===== src/rtl/full_adder_1bit_pkg.sv =====
// Shared types and helpers for the toggle-encoded 1-bit full adder.
package full_adder_1bit_pkg;

  typedef struct packed {
    logic a;
    logic b;
    logic cin;
  } fa_pulse_t;

  function automatic logic fa_par3(input fa_pulse_t p);
    return p.a ^ p.b ^ p.cin;
  endfunction

  function automatic logic fa_maj3(input fa_pulse_t p);
    return (p.a & p.b) | (p.a & p.cin) | (p.b & p.cin);
  endfunction

endpackage


===== src/rtl/full_adder_1bit_toggle.sv =====
// Toggle register clocked on rising edges, and also on falling edges when DUAL_EDGE=1.
module dual_edge_toggle #(
  parameter bit DUAL_EDGE = 1'b1
) (
  input  logic clk,
  input  logic rst,
  input  logic t,
  output logic q
);

  logic r_q_p;
  logic r_q_n;

  always_ff @(posedge clk or posedge rst) begin
    if (rst)    r_q_p <= 1'b0;
    else if (t) r_q_p <= ~r_q_p;
  end

  generate
    if (DUAL_EDGE) begin : g_neg
      always_ff @(negedge clk or posedge rst) begin
        if (rst)    r_q_n <= 1'b0;
        else if (t) r_q_n <= ~r_q_n;
      end
    end else begin : g_pos_only
      assign r_q_n = 1'b0;
    end
  endgenerate

  // Flipping either half flips the visible level; no data ever muxes on clk.
  assign q = r_q_p ^ r_q_n;

endmodule


===== src/rtl/full_adder_1bit.sv =====
// Toggle-encoded 1-bit full adder: one pulse window per clock event.
module full_adder_1bit
  import full_adder_1bit_pkg::*;
#(
  parameter bit DUAL_EDGE = 1'b1
) (
  input  logic cin,
  input  logic a,
  input  logic b,
  input  logic clk,
  output logic sum,
  output logic cout,
  input  logic rst
);

  fa_pulse_t w_in;
  fa_pulse_t w_ref;
  fa_pulse_t w_p;
  fa_pulse_t r_ref_p;
  fa_pulse_t r_ref_n;
  logic      w_s;
  logic      w_c;

  assign w_in = fa_pulse_t'({a, b, cin});

  // Each edge stores level^other_half so that r_ref_p^r_ref_n always equals
  // the input level seen at the most recent event, whichever edge it was.
  always_ff @(posedge clk or posedge rst) begin
    if (rst) r_ref_p <= '0;
    else     r_ref_p <= fa_pulse_t'(w_in ^ r_ref_n);
  end

  generate
    if (DUAL_EDGE) begin : g_ref_neg
      always_ff @(negedge clk or posedge rst) begin
        if (rst) r_ref_n <= '0;
        else     r_ref_n <= fa_pulse_t'(w_in ^ r_ref_p);
      end
    end else begin : g_ref_pos_only
      assign r_ref_n = '0;
    end
  endgenerate

  assign w_ref = fa_pulse_t'(r_ref_p ^ r_ref_n);
  assign w_p   = fa_pulse_t'(w_in ^ w_ref);
  assign w_s   = fa_par3(w_p);
  assign w_c   = fa_maj3(w_p);

  dual_edge_toggle #(.DUAL_EDGE(DUAL_EDGE)) u_sum (
    .clk (clk),
    .rst (rst),
    .t   (w_s),
    .q   (sum)
  );

  dual_edge_toggle #(.DUAL_EDGE(DUAL_EDGE)) u_cout (
    .clk (clk),
    .rst (rst),
    .t   (w_c),
    .q   (cout)
  );

endmodule


===== config.mk =====
export PLATFORM = sky130hd
export DESIGN_NAME = full_adder_1bit
export DESIGN_NICKNAME = d
export VERILOG_FILES = /design/src/rtl/full_adder_1bit_pkg.sv /design/src/rtl/full_adder_1bit_toggle.sv /design/src/rtl/full_adder_1bit.sv
export SDC_FILE = /design/constraint.sdc
export NUM_CORES = 1
export LEC_CHECK = 0
export ABC_AREA = 1
export CAP_MARGIN = 20
export CORE_AREA = 10 10 47 49
export CTS_CLUSTER_DIAMETER = 200
export DETAILED_ROUTE_END_ITERATION = 6
export DIE_AREA = 0 0 57 59
export PLACE_DENSITY = 0.67
export SLEW_MARGIN = 20
export SYNTH_ARGS = -nofsm -noshare
export SYNTH_HDL_FRONTEND = slang
export SYNTH_HIERARCHICAL = 1
export SYNTH_SLANG_ARGS = --single-unit
export TNS_END_PERCENT = 1

===== constraint.sdc =====
create_clock -name clk -period 2 [get_ports clk]
set_input_delay 0.4 -clock clk [delete_from_list [all_inputs] [get_ports clk]]
set_output_delay 0.4 -clock clk [all_outputs]
set_load 0.02 [all_outputs]

# After elaboration in Yosys (flattened, before gate mapping)
# Cells that the tools add are included.
# word_totals
reg_bits	10
ramBits	0
rom_bits	0
output_inout_bits	2
latch_bits	0
wordCells	27
memories	0
# op_classes
n_addsub	0
reduce_logical	0
n_shift	0
mul	0
eq_ne	0
order_cmp	0
div	0
muxes	0
n_bitwise	17
# ops
operator	n
$xor 3x3->3	4
$not 1->1	4
$xor 1x1->1	4
$and 1x1->1	3
$or 1x1->1	2

# Depth between registers and ports, before layout
# Gate-level depths: netlist of the first run.
# depth
depth_word	5
ltp_mapped	8
ltp_nobuf	8

# By module
# The synthesis of the first run kept the hierarchy.
# modules_own_cells
mod	n_inst	area_per_inst_um2	seq_area_each_um2	cells_per_inst
full_adder_1bit	1	339.1	150.1	44
dual_edge_toggle	2	98.8	50.0	15

==> reports/results.ini, run 1 <==
[setup_path]
worstSetupStartpointType = flop
crit_family = adder cells
slowest_delay_ns = 0.47
cpMaxStageDelayCell = fa_2
worst_ep_arrival_time_ns = 2.68
r2r-start = r_ref_n[0]$_DFF_NP0_
r2r.worst_path.cells = 8
r2r_setup_slack_ns = -0.53
crit_type = reg -> reg
worstPathMaxFanout = 3
critPathRequiredTime_ns = 2.15
path_buf_inv = 2
critical_path.endpoint_type = flop
crit_chain = inv_2 > nand2_2 > nand3_2 > nand2_2 > fa_2 > buf_6 > nand2_1 > nand2_1
r2r_end = u_sum/r_q_p$_DFFE_PP0P_

[drt]
wl_um = 1090
avgRoutedWirePerCell_um = 9.25
via_per_inst = 4.27
drc = 0
antenna_left = 0
via_count = 504
drt-initial-drc-count = 5
drt-pass1-iter-count = 4

[hold_path]
hold_class = in -> async

[flow_run]
drv_cap = 0

[floorplan]
core_um2 = 1400
rows = 14
die_y_um = 59
start_util = 0.383
die-area_um2 = 3360
io_pins = 7
fp.dieW_um = 57

[timing]
worstMarginPinSlew_ns = 0.238
setup_viol = 7
layout_setup_ws_ns = -0.528
hold_viol_final = 0
fin_tns_setup_ns = -2.43
timing.hold.ws_ns = 0.354
rsz0062_at_grt = true
max_slew_margin = 0.841
skew_ns = 0.0108
slew_violations = 0

[power_and_ir_drop]
max-vdd-ir-drop_mv = 0.631
power_density_nw_per_um2 = 1450
p_leak_nw = 0.480

[final_layout]
syn_to_final_growth_pct = 52.4
drive_above_1_share = 0.510
layout.cells.most_common = nand2_1
utilization = 0.584
layout_common_cells = nand2_1 (24), buf_4 (16), nand2_2 (12)
nNetsFinal = 109
instances_no_fill = 118
antenna_cells = 0

[place]
io_buffer_count = 6
hpwl_um = 835
dp_slack_ns = -1.11
dp.cells = 108
gp_congestion = 0.649

[clocking]
hold_buffers = 0
cts_max_level = 1
cts_sinks = 10
clockBufferDepth = 2
cts_tree = yes
clk_pin_slew_ns = 0.06
insertion_delay_ns = 0.27
numCtsBuffers = 3
cts-root-buf = clkbuf_4

[run_status]
outcome = finished with violations
failed_checks = setup timing

[global_routing]
grt_pass1_wl_um = 1770
grt_pass1_vias = 488
grt_use_total = 0.0637
antenna_found_initial = 0
grt-ovfl-total = 0
grt_max_degree = 7

[synth]
ys_ff_latch = 10
ys_seq_area_frac = 0.466
avgSynthCellArea_um2 = 7.25
ys_types = 9
netlist_area_um2 = 537
yosysWarnings = 6
syn-num-nets = 80
synth_cells = 74

cell usage after synthesis (all sizes together):
| cell type | number | share of area |
|---|---|---|
| xor2 | 3 | 0.049 |
| nand2 | 36 | 0.27 |
| nand3 | 6 | 0.056 |
| fa | 1 | 0.037 |
| dfrtp | 5 | 0.23 |
| inv | 18 | 0.13 |
| dfrtn | 5 | 0.23 |
logic make-up after synthesis:
logic type / share of synthesized area
AND/OR/NAND/NOR: 0.322
flip-flops: 0.466
adder cells (fa/ha/maj): 0.0373
buffers and inverters: 0.126
XOR/XNOR: 0.0490
metrics by stage:
step | cell area (um2) | power (mW)
3_5_place_dp | 737 | 0.936
3_3_place_gp | 737 | 0.906
5_1_grt | 818 | 1.29
2_1_floorplan | 567 | 0.705
4_1_cts | 795 | 1.13
6_report | 818 | 1.18
metal layers:
metal	vias up	GRT usage	part of all wire	wire, um
met2	5	0.119	0.51	555
met1	228	0.0610	0.44	482
li1	269	-	-	-
met4	0	0.0302	0.011	12
met3	2	0.0215	0.038	41
met5	-	0	0	0
flip-flops by register name, summed over array words and instances (netlist names):
| signal | flops |
|---|---|
| u_sum/r_q_p | 1 |
| r_ref_p | 3 |
| u_cout/r_q_p | 1 |
| u_cout/r_q_n | 1 |
| u_sum/r_q_n | 1 |
| r_ref_n | 3 |
where the power goes:
part,total (mW),internal [mW],switching (mW)
Clock,0.142,0.0770,0.0648
Sequential,0.363,0.292,0.0711
Combinational,0.679,0.329,0.350
cell type report:
type / instances / area [um2]
inverter: 18 / 75.1
timing repair buffer: 24 / 178
tap: 16 / 20.0
clock buffer: 4 / 26.3
sequential: 10 / 250
fill: 132 / 583
multi-input combinational: 46 / 269
how the worst max path moves through the flow:
stage,startpoint,end,slack (ns),cells past startpoint
floorplan,cin,u_sum/r_q_n$_DFFE_NP0P_,-0.44,8
global placement,cin,u_sum/r_q_n$_DFFE_NP0P_,-1.08,10
detailed placement,cin,u_sum/r_q_n$_DFFE_NP0P_,-1.11,10
CTS,r_ref_n[2]$_DFF_NP0_,u_sum/r_q_p$_DFFE_PP0P_,-0.52,8
global route,r_ref_n[2]$_DFF_NP0_,u_sum/r_q_p$_DFFE_PP0P_,-0.59,8
finish,r_ref_n[0]$_DFF_NP0_,u_sum/r_q_p$_DFFE_PP0P_,-0.53,8
timing repair:
item / 4_1_cts / 5_1_grt
buffers inserted: 4 / 2
gates cloned: 0 / 0
setup endpoints to repair: 9 / 6
pin swaps: 13 / 8
gates resized for setup: 30 / 6
No activity file was read; power rests on OpenSTA's default activity.
==> run 2: changes to the inputs <==
--- a/config.mk
+++ b/config.mk
@@ -9,9 +9,11 @@
 export CAP_MARGIN = 20
 export CORE_AREA = 10 10 47 49
 export CTS_CLUSTER_DIAMETER = 200
+export CTS_CLUSTER_SIZE = 30
 export DETAILED_ROUTE_END_ITERATION = 6
 export DIE_AREA = 0 0 57 59
 export PLACE_DENSITY = 0.67
+export REMOVE_ABC_BUFFERS = 1
 export SLEW_MARGIN = 20
 export SYNTH_ARGS = -nofsm -noshare
 export SYNTH_HDL_FRONTEND = slang
==> run 2 against run 1 <==
Compared with the run above:
- worst setup slack gained 0.045 ns
- worst hold slack worse by 0.0090 ns
- die area unchanged
- design area fell by 10%
- wire length decreased by 13%
- count of clock-buffer cells in the layout unchanged
- sequential cell count stayed put
- global-route usage grew 0.60 points
- the flow still finishes with violations (setup timing)
- sequential share of layout area grew 3.5 points
- final cell count shrank 5.1%
- critical path type unchanged
- largest cell class is now flip-flops and latches
==> reports/results.ini, run 2 (synthesis gave the netlist of run 1 again) <==
[power_and_ir_drop]
clkPwrFrac = 0.134  ; +0.014
p_leak_nw = 0.446  ; -7.0%
max-vdd-ir-drop_mv = 0.638  ; +1.2%
p_int_uw = 621  ; -11%
switching_share = 0.404  ; -0.00563
seq_power_share = 0.348  ; +0.041
power_density_nw_per_um2 = 1420  ; -1.9%
combPwrFrac = 0.518  ; -0.055
p_total_mw = 1.04  ; -12%
p_switching_uw = 422  ; -13%

[floorplan]
rows = 14  ; unchanged
start_util = 0.383  ; unchanged
core_um2 = 1400  ; unchanged
io_pins = 7  ; unchanged
fp.dieW_um = 57  ; unchanged
die-area_um2 = 3360  ; unchanged
die_y_um = 59  ; unchanged

[setup_path]
crit_type = reg -> reg
crit_family = adder cells
critical_path.endpoint_type = flop
worstSetupStartpointType = flop
worstPathMaxFanout = 3  ; unchanged
slowest_delay_ns = 0.56  ; +0.09 ns
critPathRequiredTime_ns = 2.15  ; about the same
worst_ep_arrival_time_ns = 2.63  ; -0.05 ns
cpMaxStageDelayCell = fa_2
path_common_cell = nand2_1
path_buf_inv = 1  ; -1
crit_chain = nand2_2 > nand3_1 > nand2_1 > fa_2 > inv_2 > nand2_1 > nand2_1

[place]
dp.cells = 107  ; -0.93%
gp_congestion = 0.710  ; +9.3%
dp_slack_ns = -1.09  ; +0.0224 ns
io_buffer_count = 6  ; unchanged
hpwl_um = 802  ; -3.9%

[final_layout]
layout_common_cells = nand2_1 (32), inv_1 (13), buf_4 (12)
drive_above_1_share = 0.344  ; -0.166
instances_no_fill = 112  ; -5.1%
utilization = 0.524  ; -0.0598
syn_to_final_growth_pct = 36.8
layout.cells.most_common = nand2_1
nNetsFinal = 103  ; -5.5%
top_regs = r_ref_n (3), r_ref_p (3)
antenna_cells = 0  ; unchanged

[clocking]
numCtsBuffers = 3  ; unchanged
cts_max_level = 1  ; unchanged
insertion_delay_ns = 0.27  ; about the same
clockBufferDepth = 2  ; unchanged
clk_pin_slew_ns = 0.06  ; about the same
hold_buffers = 0  ; unchanged
cts_tree = yes
cts-root-buf = clkbuf_4
cts_sinks = 10  ; unchanged

[drt]
drt-initial-drc-count = 7  ; +2
via_per_inst = 4.22  ; -1.1%
drt-pass1-iter-count = 2  ; -2
drc = 0  ; unchanged
via_count = 473  ; -6.2%
antenna_left = 0  ; unchanged
wl_um = 950  ; -13%
avgRoutedWirePerCell_um = 8.48  ; -8.3%

[global_routing]
grt_pass1_wl_um = 1870  ; +5.8%
grt-ovfl-total = 0  ; unchanged
grt_pass1_vias = 497  ; +1.8%
antenna_found_initial = 0  ; unchanged
grt_max_degree = 7  ; unchanged
grt_use_total = 0.0697  ; +0.00596

[timing]
skew_ns = 0.0144  ; +0.00362 ns
max_slew_margin = 0.832  ; -0.00905
slew_violations = 0  ; unchanged
worstMarginPinSlew_ns = 0.252  ; +0.0136 ns
layout_setup_ws_ns = -0.483  ; +0.0452 ns
rsz0062_at_grt = true
fin_tns_setup_ns = -2.23  ; +0.192 ns
setup_viol = 6  ; -1
hold_viol_final = 0  ; unchanged

[flow_run]
drv_cap = 0  ; unchanged

[hold_path]
hold_class = in -> async

[run_status]
failed_checks = setup timing
outcome = finished with violations

-- run 2: cell count changes in the layout (fill, tap and decap cells not counted), moves of 3 or more --
cell	change
buf_4	-4
inv_1	+3
nand2_1	+8
nand2_2	-8
-- run 2: power groups by stage --
stage          Combinational [mW]  Sequential (mW)  Clock (mW)
6_report                    0.540            0.363       0.140
5_1_grt                     0.643            0.374       0.168
4_1_cts                     0.532            0.360       0.147
3_5_place_dp                0.546            0.362           0
3_3_place_gp                0.530            0.359           0
2_1_floorplan               0.337            0.348           0
-- run 2: final cells by class --
| class | count | area [um2] |
|---|---|---|
| multi-input combinational | 46 | 239 |
| clock buffer | 4 | 26.3 |
| tap | 16 | 20.0 |
| timing repair buffer | 18 | 131 |
| fill | 137 | 667 |
| inverter | 18 | 67.6 |
| sequential | 10 | 250 |
-- run 2: timing repair --
item,CTS,global route
endpoints found under the setup margin,9,6
pin swaps,5,4
gates resized for setup,21,5
setup buffers,1,0
-- run 2: stage by stage --
step | hold slack [ns] | area [um2]
detailed placement | 0.460 | 699
CTS | 0.344 | 733
floorplan | 0.141 | 537
finish | 0.345 | 734
global placement | 0.455 | 699
global route | 0.352 | 734
-- run 2: final timing paths --
| check | startpoint | endpoint | slack [ns] | depth (start not counted) |
|---|---|---|---|---|
| setup / recovery | r_ref_n[1]$_DFF_NP0_ | u_sum/r_q_p$_DFFE_PP0P_ | -0.48 | 7 |
| min in group clk | b | r_ref_p[1]$_DFF_PP0_ | 0.42 | 3 |
| hold / removal | rst | u_cout/r_q_p$_DFFE_PP0P_ | 0.35 | 2 |
| hold reg to reg | u_cout/r_q_n$_DFFE_NP0P_ | u_cout/r_q_n$_DFFE_NP0P_ | 0.47 | 2 |
| setup reg to reg | r_ref_n[1]$_DFF_NP0_ | u_sum/r_q_p$_DFFE_PP0P_ | -0.48 | 7 |
| max in group asynchronous | rst | r_ref_n[0]$_DFF_NP0_ | 0.46 | 2 |
-- run 2: layer usage --
metal  global-route usage  wire length (um)
met4               0.0537                13
met2                0.112               475
met3               0.0300                48
met1               0.0703               413
met5                    0                 0
==> run 3: changes to the inputs <==
--- a/config.mk
+++ b/config.mk
@@ -7,11 +7,11 @@
 export LEC_CHECK = 0
 export ABC_AREA = 1
 export CAP_MARGIN = 20
-export CORE_AREA = 10 10 47 49
+export CORE_MARGIN = 10
+export CORE_UTILIZATION = 40
 export CTS_CLUSTER_DIAMETER = 200
 export CTS_CLUSTER_SIZE = 30
 export DETAILED_ROUTE_END_ITERATION = 6
-export DIE_AREA = 0 0 57 59
 export PLACE_DENSITY = 0.67
 export REMOVE_ABC_BUFFERS = 1
 export SLEW_MARGIN = 20
==> run 3 against run 2 <==
Compared with the run above:
- the run still ends with setup timing left
- sequential share of layout area down 2.8 points
- largest cell class is now multi-input gates
- count of clock-buffer cells in the layout is the same
- die area is 4.6% lower
- utilization rose by 9.8 points
- final cell count up 4.5%
- clock skew decreased by 0.0043 ns
==> reports/results.ini, run 3 (synthesis gave the netlist of run 1 again) <==
[run_status]
outcome = finished with violations
failed_checks = setup timing

[final_layout]
drive_above_1_share = 0.422  ; +0.0778
top_regs = r_ref_n (3), r_ref_p (3)
instances_no_fill = 117  ; +4.5%
n_fill_cell = 118  ; -14%
antenna_cells = 0  ; unchanged
layout_common_cells = nand2_1 (30), buf_4 (18), inv_1 (13)
multiInputGateArea_um2 = 254  ; +6.3%
layout.cells.most_common = nand2_1
utilization = 0.622  ; +0.0981
seq_area_um2 = 250  ; unchanged
nNetsFinal = 109  ; +5.8%
syn_to_final_growth_pct = 49.0

[floorplan]
rows = 13  ; -1
core_um2 = 1280  ; -8.3%
io_pins = 7  ; unchanged
fp.dieW_um = 56.6  ; -0.65%
die-area_um2 = 3210  ; -4.6%
start_util = 0.418  ; +0.0347
die_y_um = 56.6  ; -4.0%

[global_routing]
grt_pass1_vias = 472  ; -5.0%
grt-busiest-layer = met2
use_met3 = 0.0292  ; -0.000829
grt-ovfl-total = 0  ; unchanged
antenna_found_initial = 0  ; unchanged
grt_pass1_wl_um = 1900  ; +1.5%
use_met2 = 0.127  ; +0.0153
grtUsageMet1 = 0.0737  ; +0.00339
grt_max_degree = 7  ; unchanged
grt_use_total = 0.0767  ; +0.00702

[power_and_ir_drop]
p_leak_nw = 0.480  ; +7.6%
max-vdd-ir-drop_mv = 0.581  ; -8.9%
power_density_nw_per_um2 = 1430  ; +0.86%

[setup_path]
worstPathMaxFanout = 3  ; unchanged
r2r.worst_path.cells = 7  ; unchanged
crit_type = reg -> reg
critical_path.endpoint_type = flop
worst_ep_arrival_time_ns = 2.69  ; +0.06 ns
cp-startpoint = r_ref_n[2]$_DFF_NP0_
critPathRequiredTime_ns = 2.16  ; about the same
r2r-start = r_ref_n[2]$_DFF_NP0_
worstSetupStartpointType = flop

[drt]
drt-initial-drc-count = 9  ; +2
avgRoutedWirePerCell_um = 10.3  ; +21%
drt-pass1-iter-count = 4  ; +2
antenna_left = 0  ; unchanged
via_per_inst = 4.34  ; +2.8%
via_count = 508  ; +7.4%
wl_um = 1200  ; +26%
drc = 0  ; unchanged

[timing]
setup_viol = 7  ; +1
worstMarginPinSlew_ns = 0.245  ; -0.00625 ns
rsz0062_at_grt = true
fin_tns_setup_ns = -2.89  ; -0.655 ns
layout_setup_ws_ns = -0.523  ; -0.0404 ns
max_slew_margin = 0.836  ; +0.00417
slew_violations = 0  ; unchanged
hold_viol_final = 0  ; unchanged
skew_ns = 0.0101  ; -0.00430 ns

[clocking]
insertion_delay_ns = 0.28  ; about the same
cts_tree = yes
clk_pin_slew_ns = 0.06  ; about the same
cts-root-buf = clkbuf_4
clockBufferDepth = 2  ; unchanged
hold_buffers = 0  ; unchanged
numCtsBuffers = 3  ; unchanged
cts_max_level = 1  ; unchanged
cts_sinks = 10  ; unchanged

[place]
dp.cells = 106  ; -0.93%
gp_congestion = 0.754  ; +6.3%
hpwl_um = 765  ; -4.6%
io_buffer_count = 6  ; unchanged

[flow_run]
drv_cap = 0  ; unchanged

[hold_path]
hold_class = in -> async

## run 3: cell count changes in the layout (fill, tap and decap cells not counted)
cell      change
buf_2         -2
buf_6         +1
buf_4         +6
nand3_2       +2
nand2_1       -2
nand3_1       -2
clkbuf_2      +1
nand2_2       +2
## run 3: critical path, stage by stage (launching register included)
cell     delay, ns
dfrtn_1       0.43
nand2_2       0.08
nand3_2       0.08
nand2_2       0.06
fa_2          0.59
inv_1         0.06
nand2_1       0.06
nand2_1       0.05
## run 3: layout make-up
type,instances,share of cell area
inverters,18,0.0845
multi-input cells,46,0.318
flip-flops and latches,10,0.313
repair buffers,24,0.228
well taps,15,0.0235
clock buffers,4,0.0329
## run 3: final timing paths
path	end	slack, ns
setup / recovery	u_sum/r_q_p$_DFFE_PP0P_	-0.52
hold / removal	u_sum/r_q_p$_DFFE_PP0P_	0.32
setup reg to reg	u_sum/r_q_p$_DFFE_PP0P_	-0.52
hold reg to reg	u_sum/r_q_n$_DFFE_NP0P_	0.46
max in group asynchronous	r_ref_n[1]$_DFF_NP0_	0.49
min in group clk	r_ref_p[2]$_DFF_PP0_	0.44
## run 3: through the flow
stage | power [mW] | area (um2) | setup slack [ns] | hold slack [ns]
2_1_floorplan | 0.685 | 537 | -0.472 | 0.141
3_3_place_gp | 0.881 | 698 | -1.03 | 0.445
3_5_place_dp | 0.898 | 698 | -1.05 | 0.459
4_1_cts | 1.07 | 777 | -0.492 | 0.326
5_1_grt | 1.24 | 800 | -0.621 | 0.355
6_report | 1.14 | 800 | -0.523 | 0.323
## run 3: power by group
part           internal (mW)  total [mW]  leakage, nW  switching (mW)
clock network         0.0774       0.149       0.0150          0.0720
logic                  0.305       0.635        0.346           0.330
registers              0.292       0.360        0.119          0.0678
total                  0.675        1.14        0.480           0.470
## run 3: what timing repair did
item	in CTS	in global routing
setup buffers	7	0
setup endpoints to repair	9	7
resized for setup	18	13
cloned	0	0
pin swaps	5	3
## run 3: metal layers
| metal | wire (um) | vias to the layer above | share of wire |
|---|---|---|---|
| met3 | 48 | 6 | 0.040 |
| li1 | - | 268 | - |
| met5 | 0 | - | 0 |
| met1 | 502 | 225 | 0.42 |
| met2 | 607 | 9 | 0.51 |
| met4 | 42 | 0 | 0.035 |
